===== src/rtl/adder_share_sequencer.sv =====
// adder_share_sequencer
// Round-robin front end that time-shares one external combinational XLEN-bit
// adder between NREQ clients. Narrow ops take one adder pass, wide ops take
// two passes with the low-word carry chained into the high word. The result
// is held on the rsp_* port until the consumer takes it.
module adder_share_sequencer #(
    parameter int XLEN = 64,
    parameter int NREQ = 2,
    localparam int IDW = $clog2(NREQ)
) (
    input  logic                   clk,
    input  logic                   rst_n,
    input  logic [NREQ-1:0]        req_valid,
    output logic [NREQ-1:0]        req_ready,
    input  logic [NREQ*2*XLEN-1:0] req_a,
    input  logic [NREQ*2*XLEN-1:0] req_b,
    input  logic [NREQ-1:0]        req_sub,
    input  logic [NREQ-1:0]        req_wide,
    output logic                   rsp_valid,
    input  logic                   rsp_ready,
    output logic [IDW-1:0]         rsp_id,
    output logic [2*XLEN-1:0]      rsp_result,
    output logic                   rsp_cout,
    output logic                   rsp_ovf,
    output logic [XLEN-1:0]        add_a,
    output logic [XLEN-1:0]        add_b,
    output logic                   add_c0,
    input  logic [XLEN-1:0]        add_result,
    input  logic                   add_cout
);

    typedef enum logic [1:0] {IDLE, LO, HI, RSP} state_t;

    state_t              state;
    logic [IDW-1:0]      rr_ptr;
    logic [IDW-1:0]      op_id;
    logic                op_wide;

    // Operand/result holding registers; only meaningful while an op is in flight.
    logic [2*XLEN-1:0]   op_a;
    logic [2*XLEN-1:0]   op_b;
    logic [XLEN-1:0]     res_lo;

    logic                grant_found;
    logic [IDW-1:0]      grant_id;
    logic                hi_hit;
    logic [IDW-1:0]      hi_id;
    logic [2*XLEN-1:0]   sel_a;
    logic [2*XLEN-1:0]   sel_b;
    logic                sel_sub;
    logic                accept;

    // Two's-complement overflow: operands agree in sign, result disagrees.
    function automatic logic signed_ovf(input logic a_msb, input logic b_msb,
                                        input logic r_msb);
        return (a_msb == b_msb) && (r_msb != a_msb);
    endfunction

    // Round-robin pick: lowest valid index at/after rr_ptr, else lowest overall (wrap).
    always_comb begin
        grant_found = 1'b0;
        grant_id    = '0;
        hi_hit      = 1'b0;
        hi_id       = '0;
        for (int i = NREQ - 1; i >= 0; i--) begin
            if (req_valid[i]) begin
                grant_found = 1'b1;
                grant_id    = IDW'(i);
                if (i >= int'(rr_ptr)) begin
                    hi_hit = 1'b1;
                    hi_id  = IDW'(i);
                end
            end
        end
        if (hi_hit) begin
            grant_id = hi_id;
        end
    end

    // Granted requester's operands; B is pre-inverted for subtract so the adder only ever adds.
    always_comb begin
        sel_sub = req_sub[grant_id];
        sel_a   = req_a[int'(grant_id) * 2 * XLEN +: 2 * XLEN];
        sel_b   = req_b[int'(grant_id) * 2 * XLEN +: 2 * XLEN] ^ {2 * XLEN{sel_sub}};
    end

    assign accept = (state == IDLE) && grant_found;

    // One-hot accept strobe; forced low while reset is asserted so every output reads 0.
    always_comb begin
        req_ready = '0;
        if (rst_n && accept) begin
            req_ready[grant_id] = 1'b1;
        end
    end

    // Operand capture at accept and low-word capture during the LO pass.
    always_ff @(posedge clk) begin
        if (accept) begin
            op_a <= sel_a;
            op_b <= sel_b;
        end
        if (state == LO) begin
            res_lo <= add_result;
        end
    end

    // Sequencer FSM with registered adder drive and response outputs.
    always_ff @(posedge clk or negedge rst_n) begin
        if (!rst_n) begin
            state      <= IDLE;
            rr_ptr     <= '0;
            op_id      <= '0;
            op_wide    <= 1'b0;
            add_a      <= '0;
            add_b      <= '0;
            add_c0     <= 1'b0;
            rsp_valid  <= 1'b0;
            rsp_id     <= '0;
            rsp_result <= '0;
            rsp_cout   <= 1'b0;
            rsp_ovf    <= 1'b0;
        end else begin
            case (state)
                IDLE: begin
                    if (grant_found) begin
                        op_id   <= grant_id;
                        op_wide <= req_wide[grant_id];
                        add_a   <= sel_a[XLEN-1:0];
                        add_b   <= sel_b[XLEN-1:0];
                        add_c0  <= sel_sub;
                        state   <= LO;
                    end
                end
                LO: begin
                    if (op_wide) begin
                        add_a  <= op_a[2*XLEN-1:XLEN];
                        add_b  <= op_b[2*XLEN-1:XLEN];
                        add_c0 <= add_cout;
                        state  <= HI;
                    end else begin
                        add_a      <= '0;
                        add_b      <= '0;
                        add_c0     <= 1'b0;
                        rsp_valid  <= 1'b1;
                        rsp_id     <= op_id;
                        rsp_result <= {{XLEN{1'b0}}, add_result};
                        rsp_cout   <= add_cout;
                        rsp_ovf    <= signed_ovf(op_a[XLEN-1], op_b[XLEN-1], add_result[XLEN-1]);
                        state      <= RSP;
                    end
                end
                HI: begin
                    add_a      <= '0;
                    add_b      <= '0;
                    add_c0     <= 1'b0;
                    rsp_valid  <= 1'b1;
                    rsp_id     <= op_id;
                    rsp_result <= {add_result, res_lo};
                    rsp_cout   <= add_cout;
                    rsp_ovf    <= signed_ovf(op_a[2*XLEN-1], op_b[2*XLEN-1], add_result[XLEN-1]);
                    state      <= RSP;
                end
                RSP: begin
                    if (rsp_ready) begin
                        rsp_valid  <= 1'b0;
                        rsp_id     <= '0;
                        rsp_result <= '0;
                        rsp_cout   <= 1'b0;
                        rsp_ovf    <= 1'b0;
                        rr_ptr     <= (op_id == IDW'(NREQ - 1)) ? '0 : op_id + 1'b1;
                        state      <= IDLE;
                    end
                end
                default: state <= IDLE;
            endcase
        end
    end

endmodule


===== config.mk =====
export PLATFORM = sky130hd
export DESIGN_NAME = adder_share_sequencer
export DESIGN_NICKNAME = d
export VERILOG_FILES = /design/src/rtl/adder_share_sequencer.sv
export SDC_FILE = /design/constraint.sdc
export NUM_CORES = 1
export LEC_CHECK = 0
export ABC_AREA = 1
export BUFFER_PORTS_ARGS = -buffer_cell sky130_fd_sc_hd__buf_4
export CORE_AREA = 3 3 333 335
export DETAILED_ROUTE_END_ITERATION = 10
export DIE_AREA = 0 0 336 338
export GPL_ROUTABILITY_DRIVEN = 0
export GPL_TIMING_DRIVEN = 1
export PLACE_DENSITY = 0.45
export REMOVE_ABC_BUFFERS = 1
export SYNTH_ARGS = -nofsm -noshare
export SYNTH_HDL_FRONTEND = slang
export SYNTH_SLANG_ARGS = --single-unit

===== constraint.sdc =====
create_clock -name clk -period 20.4 [get_ports clk]
set_input_delay 4.08 -clock clk [delete_from_list [all_inputs] [get_ports clk]]
set_output_delay 4.08 -clock clk [all_outputs]
set_load 0.01 [all_outputs]

* Word-level counts from Yosys, hierarchy flattened
Index checks and enable logic that the tools add are counted.
** Operators by class
- Bitwise logic cells :: 1
- Shift-type cells :: 2
- Order comparisons :: 3
- Add/sub/neg operators :: 1
- Multiplexer cells :: 41
- Reduce and logical (&&, ||, !) cells :: 13
- Equal/unequal tests :: 10
** Operators by type and width (number)
- indexed part select 256 x 9 -> 128 bit :: 2
- one-hot mux 128 bit (3 select lines) :: 1
- one-hot mux 64 bit (3 select lines) :: 2
- 2-to-1 mux 128 bit :: 2
- 2-to-1 mux 64 bit :: 4
- XOR 128 bit :: 1
- 2-to-1 mux 1 bit :: 22
- one-hot mux 1 bit (3 select lines) :: 5
- one-hot mux 2 bit (4 select lines) :: 1
- AND reduction 2 bit :: 4
- 2-to-1 mux 2 bit :: 3
- != test 2 bit, second input constant :: 3
- nonzero test 3 bit :: 2
- logical AND 1 bit :: 5
- == test 2 bit, second input constant :: 2
- AND reduction 3 bit :: 1
- == test 1 bit :: 2
- == test 2 x 1 -> 1 bit, second input constant :: 1
- zero test 2 bit :: 1
- < comparator 1 x 2 -> 1 bit, second input constant :: 1
- != test 1 bit :: 2
- adder 1 bit, second input constant :: 1
- demux 1 bit (select 1 bit) :: 1
- >= comparator 1 bit, first input constant :: 1
- >= comparator 1 bit, second input constant :: 1
** Word-level totals
- Logic and storage cells :: 86
- Input bits :: 586
- Register bits :: 586

* Logic depth before layout (Yosys ltp)
- Depth in word-level cells :: 9
- Depth in mapped cells :: 10
- Mapped depth without buffers :: 8

* Worst setup path before layout
No wires, ideal clock.
- Path type :: input port to flip-flop
- Start point :: in req_valid[1]
- End point :: reg op_wide
- Setup slack :: 9.642 ns
- Library setup time :: 0.134 ns
- Stages :: 5
- Arrival :: 10.624 ns
- Buffers on the path :: 1
- Required time :: 20.266 ns
- Cells stage by stage :: buf_4 -> nor2_4 -> nor2_1 -> o21ai_0 -> o22ai_1
** On the way
- Longest elaborated chain between the ends :: 6
- Elaborated cells on any way between the ends :: 11
- Those cells by class :: mux: 10; reduce/logical: 1
** Ends and longest elaborated chain
- from (decl) :: line 13 : input logic [NREQ-1:0] req_valid,
- 2-to-1 mux 1 bit * :: line 66 : if (req_valid[i]) begin
- 2-to-1 mux 1 bit :: line 69 : if (i >= int'(rr_ptr)) begin
- 2-to-1 mux 1 bit :: line 66
- 2-to-1 mux 1 bit :: line 75 : if (hi_hit) begin
- 2-to-1 mux 1 bit (implied by the code) (2 in a row) :: line 128 : op_wide <= req_wide[grant_id];
- to (signal assigned) :: line 128
- to (decl) :: line 37 : logic op_wide;
Every way passes the cells marked *; elsewhere a longest branch is shown, timed or not. The select of a mux whose other input is x is not followed.
A chain may end at the register's enable or synchronous reset.

* Worst setup path after layout
- Start point :: in req_valid[0]
- End point :: out req_ready[0]
** On the way
- Longest elaborated chain between the ends :: 7
- Elaborated cells on any way between the ends :: 13
- Those cells by class :: order compare: 2; mux: 8; reduce/logical: 3
** Ends and longest elaborated chain
- 2-to-1 mux 1 bit :: line 66
- 2-to-1 mux 1 bit :: line 75
- < comparator 1 x 2 -> 1 bit (implied by the code) or >= comparator 1 bit (tied branches) :: line 93 : req_ready[grant_id] = 1'b1;
- logical AND 1 bit (implied by the code) :: line 93
- 2-to-1 mux 1 bit (implied by the code) :: line 93
- demux 1 bit (select 1 bit) :: line 93
- 2-to-1 mux 2 bit * :: line 92 : if (rst_n && accept) begin
- to (decl) :: line 14 : output logic [NREQ-1:0] req_ready,
Every way passes the cells marked *; elsewhere a longest branch is shown, timed or not.

==> flow_summary.json <==
{
  "hold_path_class": "flop to flop",
  "htree_levels": 2,
  "cts_setup_buffers": 0,
  "areaGrowthSynthToFinish_pct": 39.50,
  "seq_area_frac_synth_pct": 53.26,
  "die-area_um2": 113600,
  "synth_cell_types": 32,
  "io_buffers": 848,
  "die_y_um": 338,
  "holdPathStages": 1,
  "clock_tree.buffer_depth": 3,
  "num_vias": 21870,
  "outcome": "finished clean",
  "tns_ps": 0,
  "fin_crit_sh_pct": 48.50,
  "synthMuxAreaShare_pct": 0,
  "start_util_pct": 21.62,
  "start_kind": "input pin",
  "crit_start": "req_valid[0]",
  "total_power_mw": 4.819,
  "synth_compound_area_share_pct": 13.45,
  "num-nets-final": 4112,
  "ys_warn_count": 0,
  "grt_pass1_vias": 21310,
  "syn_area_um2": 23430,
  "netlist_instances": 2796,
  "tightest_slew_ps": 1089,
  "ys_seq_elements": 460,
  "grt_use_met3_pct": 5.019,
  "report.final.slew_viol_count": 0,
  "powerDensity_nw_per_um2": 147.4,
  "use_met2_pct": 28.22,
  "clkLatencyLatePin_ps": 660,
  "drive_gt1_share_pct": 29.03,
  "antenna_found_initial": 19,
  "hpwl_um": 69130,
  "hp-start": "op_id$_DFFE_PN0P_",
  "met1_usage_pct": 19.81,
  "clk_pin_slew_ps": 60,
  "synthAdderAreaFrac_pct": 0.3204,
  "cap_violations": 0,
  "fmax_mhz": 101.1,
  "r2r_start": "state[1]$_DFFE_PN0P_",
  "skew_ps": 32.88,
  "required_ps": 16320,
  "ys_dominant_reg_cell": "dfrtp_1",
  "drc": 0,
  "cts_resized": 0,
  "synth_edf_count": 194,
  "synthSimpleGateAreaFrac_pct": 22.27,
  "min_to": "rr_ptr$_DFFE_PN0P_",
  "wl_um": 99520,
  "grt_usage_pct": 16.62,
  "critPathCaptureType": "output port",
  "cp_max_fo": 107,
  "reg2reg_depth": 8,
  "peakVddDrop_v": 0.0001961,
  "final_antenna_net_count": 0,
  "wire_per_inst_um": 19.91,
  "vias_per_cell": 4.374,
  "r2r-end": "rsp_ovf$_DFFE_PN0P_",
  "critPathKind": "input pin to output port",
  "tritoncts": "done",
  "crit_arrival_ps": 5810,
  "fin_util_pct": 30.16,
  "gr-total-overflow": 0,
  "core_um2": 108400,
  "post_synth.cell_area_avg_um2": 8.381,
  "synth_top_family_by_area": "simple AND/OR/NAND/NOR gates",
  "ctsHoldBuffers": 0,
  "period_minus_slack_ps": 9894,
  "rows": 121,
  "die_x_um": 336,
  "drt_first_pass_iters": 5,
  "drtIter0Drc": 1271,
  "timing.slew.headroom_pct": 27.40,
  "pin_count": 849,
  "grt_pass1_wl_um": 142300,
  "grt_max_degree": 144,
  "rsz0062_at_grt": "false",
  "async_flop_share_pct": 57.83,
  "setup_viol": 0,
  "cts_root_buffer": "clkbuf_16",
  "worst-r2r-setup-slack_ps": 16500,
  "hold_viol_final": 0,
  "clkSinkCount": 460,
  "grt-busiest-layer": "met2",
  "synth_xor_area_share_pct": 2.392,
  "cts-buffers-inserted": 57,
  "leakage_nw": 15.37
}
-- worst max-delay path, cell delays in order --
cell     delay, ps
buf_4          110
nand2_4         80
nand2_8        450
inv_6          350
nor4_1         460
buf_4          220
-- registers in the layout, summed over array words and instances, names as in the netlist --
signal	cells
rsp_result	128
op_a	65
op_b	65
add_a	64
add_b	64
res_lo	64
state	2
add_c0	1
op_id	1
op_wide	1
rr_ptr	1
rsp_cout	1
rsp_id	1
rsp_ovf	1
rsp_valid	1
-- cell usage after synthesis (2+ instances only) --
master	n	share of area, %
buf_4	18	0.58
o22ai_1	3	0.080
o211ai_1	2	0.064
edfxtp_1	194	25
buf_6	17	0.82
nor2_1	327	5.2
buf_2	100	2.1
o21ai_0	162	3.5
buf_8	4	0.26
inv_2	3	0.048
nand2_1	596	9.5
o21ai_1	34	0.73
a22oi_1	63	2.0
nand3b_1	2	0.064
xor2_1	64	2.4
or2_2	54	1.4
a31oi_1	3	0.080
nand2_4	2	0.096
inv_1	206	3.3
buf_1	14	0.22
a21oi_1	324	6.9
ha_1	6	0.32
or2_1	10	0.27
dfrtp_1	266	28
nand3_1	257	5.5
clkbuf_1	59	0.95
-- stage by stage --
| stage | cell area [µm²] | instances | hold WS, ps | setup slack, ps |
|---|---|---|---|---|
| 5_1_grt | 32680 | 4997 | 524.4 | 10320 |
| 3_5_place_dp | 30760 | 4875 | 457.0 | 10450 |
| 4_1_cts | 32650 | 4983 | 481.5 | 10460 |
| 2_1_floorplan | 22270 | 2584 | 436.2 | 7935 |
| 6_report | 32690 | 4999 | 484.3 | 10510 |
| 3_3_place_gp | 30760 | 4875 | 471.8 | 10470 |
-- power breakdown --
group	internal (mW)	leakage, nW	switching (mW)	total, mW
combinational	0.814	9.36	1.41	2.23
clock	0.591	0.930	0.436	1.03
sequential	1.40	5.08	0.169	1.56
total	2.80	15.4	2.02	4.82
-- logic make-up after synthesis --
| family | count (synthesis) |
|---|---|
| AO/OA/AOI/OAI | 593 |
| XOR/XNOR | 64 |
| adder cells (fa/ha/maj) | 6 |
| buffers and inverters | 421 |
| flip-flops | 460 |
| AND/OR/NAND/NOR | 1252 |
-- final cells by class --
type	count	area, µm²
multi-input combinational	1915	9095
timing repair buffer	877	6616
fill	11620	75710
clock inverter	20	227.7
inverter	209	795.8
tap	1414	1769
antenna	16	40.04
clock buffer	88	1663
sequential	460	12480
-- cell usage in the layout (no fill, tap or decap), drive strengths merged --
| cell type | instances |
|---|---|
| or2 | 64 |
| nor4 | 1 |
| buf | 877 |
| inv | 211 |
| o211ai | 2 |
| nand3b | 2 |
| edfxtp | 194 |
| dfrtp | 266 |
| clkinvlp | 1 |
| o21ai | 196 |
| a22oi | 63 |
| ha | 6 |
| diode | 16 |
| nand2 | 598 |
| clkbuf | 88 |
| a21oi | 325 |
| xor2 | 64 |
| bufinv | 2 |
| nand3 | 257 |
| a31oi | 3 |
| nor2 | 328 |
| and3 | 1 |
| o21a | 1 |
| clkinv | 15 |
| and2 | 1 |
| o22ai | 3 |
-- routing by layer --
metal	vias up	wire length [µm]
li1	10670	-
met3	130	8005
met1	10360	40110
met2	707	48500
met5	-	13
met4	2	2894
-- worst max path at each step --
stage                    to  slack [ps]  cells past startpoint
5_1_grt        req_ready[1]       10320                      7
2_1_floorplan  req_ready[1]        7930                      5
3_3_place_gp   req_ready[1]       10470                      7
4_1_cts        req_ready[1]       10460                      7
6_report       req_ready[0]       10510                      6
3_5_place_dp   req_ready[1]       10450                      7
(Power assumes the default switching activity.)
